**src/rtl/operand_fetch.sv**
```systemverilog
`default_nettype none
// ============================================================================
//  Module   : operand_fetch
//  Brief    : Register-read stage with writeback forwarding, scoreboard
//             hazard stalls and a one-entry valid/ready output register.
//  Revision : 1.0 - initial release
// ============================================================================
module operand_fetch #(
    parameter int XLEN = 32,
    parameter int NREG = 32,
    parameter int AW   = 5
) (
    input  logic            clk,
    input  logic            reset,
    input  logic            in_valid,
    output logic            in_ready,
    input  logic [AW-1:0]   in_rs1,
    input  logic [AW-1:0]   in_rs2,
    input  logic [AW-1:0]   in_rd,
    input  logic            in_wen,
    output logic [AW-1:0]   rf_rs1,
    output logic [AW-1:0]   rf_rs2,
    input  logic [XLEN-1:0] rf_rv1,
    input  logic [XLEN-1:0] rf_rv2,
    input  logic            wb_valid,
    input  logic [AW-1:0]   wb_rd,
    input  logic [XLEN-1:0] wb_data,
    output logic            out_valid,
    input  logic            out_ready,
    output logic [XLEN-1:0] out_op1,
    output logic [XLEN-1:0] out_op2,
    output logic [AW-1:0]   out_rd,
    output logic            out_wen,
    output logic [NREG-1:0] busy
);

    typedef enum logic [0:0] {
        ST_EMPTY = 1'b0,
        ST_FULL  = 1'b1
    } state_t;

    localparam logic [AW-1:0] c_X0 = '0;

    state_t            r_state;
    state_t            w_state_nxt;
    logic [XLEN-1:0]   r_op1;
    logic [XLEN-1:0]   r_op2;
    logic [AW-1:0]     r_rd;
    logic              r_wen;
    logic [NREG-1:0]   r_busy;
    logic [NREG-1:0]   w_busy_nxt;

    logic              w_fwd1;
    logic              w_fwd2;
    logic              w_fwd_rd;
    logic              w_pend1;
    logic              w_pend2;
    logic              w_pend_rd;
    logic              w_hazard;
    logic              w_accept;
    logic [XLEN-1:0]   w_op1;
    logic [XLEN-1:0]   w_op2;

    assign rf_rs1 = in_rs1;
    assign rf_rs2 = in_rs2;

    // A writeback this cycle resolves the pending producer of its register.
    assign w_fwd1    = wb_valid && (wb_rd == in_rs1) && (in_rs1 != c_X0);
    assign w_fwd2    = wb_valid && (wb_rd == in_rs2) && (in_rs2 != c_X0);
    assign w_fwd_rd  = wb_valid && (wb_rd == in_rd)  && (in_rd  != c_X0);

    assign w_pend1   = (in_rs1 != c_X0) && r_busy[in_rs1] && !w_fwd1;
    assign w_pend2   = (in_rs2 != c_X0) && r_busy[in_rs2] && !w_fwd2;
    assign w_pend_rd = (in_rd  != c_X0) && r_busy[in_rd]  && !w_fwd_rd;

    assign w_hazard  = w_pend1 || w_pend2 || (in_wen && w_pend_rd);
    assign in_ready  = ((r_state == ST_EMPTY) || out_ready) && !w_hazard;
    assign w_accept  = in_valid && in_ready;

    always_comb begin
        w_op1 = '0;
        w_op2 = '0;
        if (in_rs1 == c_X0) begin
            w_op1 = '0;
        end else if (w_fwd1) begin
            w_op1 = wb_data;
        end else begin
            w_op1 = rf_rv1;
        end
        if (in_rs2 == c_X0) begin
            w_op2 = '0;
        end else if (w_fwd2) begin
            w_op2 = wb_data;
        end else begin
            w_op2 = rf_rv2;
        end
    end

    always_comb begin
        w_state_nxt = r_state;
        case (r_state)
            ST_EMPTY: if (w_accept) w_state_nxt = ST_FULL;
            ST_FULL:  if (out_ready && !w_accept) w_state_nxt = ST_EMPTY;
            default:  w_state_nxt = ST_EMPTY;
        endcase
    end

    // Clear before set so a same-cycle new producer keeps the bit.
    always_comb begin
        w_busy_nxt = r_busy;
        if (wb_valid && (wb_rd != c_X0)) begin
            w_busy_nxt[wb_rd] = 1'b0;
        end
        if (w_accept && in_wen && (in_rd != c_X0)) begin
            w_busy_nxt[in_rd] = 1'b1;
        end
        w_busy_nxt[0] = 1'b0;
    end

    always_ff @(posedge clk) begin
        if (!reset) begin
            r_state <= ST_EMPTY;
            r_op1   <= '0;
            r_op2   <= '0;
            r_rd    <= '0;
            r_wen   <= 1'b0;
            r_busy  <= '0;
        end else begin
            r_state <= w_state_nxt;
            r_busy  <= w_busy_nxt;
            if (w_accept) begin
                r_op1 <= w_op1;
                r_op2 <= w_op2;
                r_rd  <= in_rd;
                r_wen <= in_wen;
            end
        end
    end

    assign out_valid = (r_state == ST_FULL);
    assign out_op1   = r_op1;
    assign out_op2   = r_op2;
    assign out_rd    = r_rd;
    assign out_wen   = r_wen;
    assign busy      = r_busy;

endmodule
`default_nettype wire

```
**config.mk**
```make
export PLATFORM = sky130hd
export DESIGN_NAME = operand_fetch
export DESIGN_NICKNAME = d
export VERILOG_FILES = /design/src/rtl/operand_fetch.sv
export SDC_FILE = /design/constraint.sdc
export NUM_CORES = 1
export LEC_CHECK = 0
export BUFFER_PORTS_ARGS = -buffer_cell sky130_fd_sc_hd__buf_4
export CAP_MARGIN = 20
export CORE_UTILIZATION = 48
export DETAILED_ROUTE_END_ITERATION = 7
export GPL_TIMING_DRIVEN = 0
export PLACE_DENSITY = 0.78
export SYNTH_ARGS = -nofsm -noshare
export SYNTH_HDL_FRONTEND = slang
export SYNTH_SLANG_ARGS = --single-unit
```
**constraint.sdc**
```tcl
create_clock -name clk -period 5.3 [get_ports clk]
set_clock_uncertainty 0.15 [all_clocks]
set_input_delay 0 -clock clk [delete_from_list [all_inputs] [get_ports clk]]
set_output_delay 0 -clock clk [all_outputs]
set_load 0.01 [all_outputs]
```
==> impl_metrics.toml <==
[worst_setup_path]
reg2reg_depth = 7
cp-end-kind = "flop"
cp_max_fo = 10
slowest_delay_ns = 0.56
arrival_ns = 3.46
crit_required_ns = 5.37
path_cells = "dlygate4sd3_1 > buf_4 > xor2_1 > nor4_1 > and3_1 > clkbuf_1 > clkbuf_1 > mux2_2 > dlygate4sd3_1 > nand2_1 > mux2i_1"
r2r_slack_ns = 2.18
worstReg2RegEnd = "out_rd[3]"
r2r_start = "busy[28]"
crit_type = "in2reg"
startpoint_type = "input pin"
cp_slowest_cell = "dlygate4sd3_1"

[min_path]
hold_depth = 4
whs_endpoint = "out_op1[28]"
hp-start = "rf_rv1[28]"
hp-class = "in2reg"

[routing]
wire_per_inst_um = 21.2
vias_per_cell = 5.85
wirelength_um = 26400
drc = 0
dr.pass1.iters = 6
ant_nets = 0
drt_iter0_drc = 588
vias = 7287

[run]
cap_violations = 0

[outcome]
status = "complete, no violations"

[timing]
period_needed_ns = 3.39
hold_viol = 0
max_slew_margin = 0.365
final-setup-viol-count = 0
timing.final.ws_setup_ns = 1.91
final.period_utilization = 0.640
fin_setup_tns_ns = 0
fmax_mhz = 295
holdWs_ns = 0.00439
final_max_slew_viol_count = 0
grt_setup_unrepaired = "false"
tightest_slew_ns = 0.953

[cells_and_area]
area_growth_pct = 57.7
antennaDiodeCount = 0
drive_above_1_share = 0.351
fin_nets = 1191
final_util = 0.777

[floorplan]
die_x_um = 116
io_pins = 236
dieArea_um2 = 13500
core-area_um2 = 12700
die_h_um = 116
initial_core_util = 0.492
rows = 41

[clock_network]
cts_max_level = 3
numClockSinks = 102
postCtsHoldBufs = 138
cts_buffer_depth = 2
numCtsBuffers = 9
cts_tree = "built"
cts_setup_buffers = 0
root_buffer = "clkbuf_16"
clkTransAtPathRegs_ns = 0.07
post_cts_resize_count = 0
clock_latency_ns = 0.34

[synthesis]
async_reset_ff_frac = 0
synth_area_um2 = 6240
synth_seq_cells = 102
synth.most_common_cell = "nand2_1"
ys.flop_type = "dfxtp_1"
syn_nets = 820
synth-warning-count = 0
netlist_instances = 698
synth_common_cells = "nand2_1 (155), dfxtp_1 (102), mux2i_1 (89)"
synth_top_cells_by_area = "dfxtp_1 (33%), mux2i_1 (14%), mux2_2 (12%), nand2_1 (9.3%), mux4_2 (4.3%)"
synth_edf_count = 0
synth_top_area_cell = "dfxtp_1"
synth.distinct_cells = 54
synth_top_area_frac = 0.327
avgSynthCellArea_um2 = 8.94
yosysSeqAreaShare = 0.327

[power_and_ir_drop]
netSwitchingFraction = 0.273
p_per_area_nw_per_um2 = 219
power_uw = 2150
clkPwrFrac = 0.356
combinationalPowerShare = 0.257
p_seq_frac = 0.388
worst_ir_drop_vdd_mv = 0.188
p_int_uw = 1570
power_switching_uw = 589
p_leak_uw = 0.00432

[place]
port_buffers = 222
dp_hpwl_um = 15500
place_congestion = 0.930
place_ws_ns = 2.33

[global_routing]
grt_first_pass_wirelength_um = 39700
grt_pass1_vias = 7362
antenna_found_initial = 0
grt_use_total = 0.395
grt_max_degree = 16
grt_overflow = 0
==> state kept, by name (all words and copies together), names as in the netlist <==
name / count
busy: 31
out_op1: 32
out_op2: 32
out_rd: 5
out_valid: 1
out_wen: 1
==> power by group through the flow <==
stage | logic (uW) | clock network (uW) | registers, uW
after global routing | 581 | 799 | 837
after floorplan | 217 | 0 | 860
after global placement | 428 | 0 | 844
after detailed placement | 431 | 0 | 844
final | 553 | 767 | 835
after CTS | 517 | 764 | 828
==> kinds of logic (layout without fill, tap and decap cells) <==
family,Yosys count,in the layout,synth area share
buffers and inverters,77,452,0.0680
multiplexers,166,166,0.303
AO/OA/AOI/OAI,85,85,0.102
AND/OR/NAND/NOR,252,252,0.178
other,1,1,0.000601
XOR/XNOR,15,15,0.0211
flip-flops,102,102,0.327
==> through the flow <==
step	area (um2)	std cells
3_5_place_dp	8120	1092
2_1_floorplan	6240	698
5_1_grt	9840	1245
3_3_place_gp	8120	1092
6_report	9840	1245
4_1_cts	9840	1245
==> worst max path at each step <==
stage,end,depth (start not counted),start
final,out_op1[8],11,wb_rd[3]
after floorplan,busy[15],9,busy[23]
after global routing,out_op1[17],11,wb_rd[3]
after global placement,out_op1[0],10,in_rs1[1]
after detailed placement,out_op1[1],10,in_rs1[1]
after CTS,out_op1[17],11,wb_rd[3]
==> cell type report <==
class,count,area (um2)
Sequential cell,102,2040
Clock inverter,4,95.1
Buffer,70,398
Fill cell,788,2830
Multi-Input combinational cell,519,3770
Clock buffer,11,243
Timing Repair Buffer,360,3050
Tap cell,172,215
Inverter,7,26.3
==> metal layers <==
metal	wire length (um)	track usage	vias up
met3	2730	0.102	130
met1	9370	0.438	3443
met5	0	0	-
met2	12700	0.676	529
met4	1640	0.247	0
li1	-	-	3185
==> worst max-delay path: cells and delay by family <==
kind,cells,cell delay (ns)
XOR/XNOR,1,0.17
buffers and inverters,5,2.24
multiplexers,2,0.49
AND/OR/NAND/NOR,3,0.56
==> layout by cell type (no fill, tap or decap), types with 4 or more instances in the layout <==
master and instances:
o211a_1 6, nor2_1 26, nor4_1 4, dlygate4sd3_1 138, clkbuf_16 9, and3_1 5
o31ai_1 8, nand3b_1 6, a21oi_1 13, nand2_1 155, clkbuf_1 31, buf_6 6
mux4_2 12, nand2b_1 5, o21ai_2 9, inv_1 7, xor2_1 12, o22ai_1 4
buf_4 241, nor3_1 10, o21ai_0 11, buf_2 15, mux2_2 65, a31o_2 10
dfxtp_1 102, nand3_1 21, mux2i_1 89, nor2b_1 4
(Power assumes the default switching activity.)
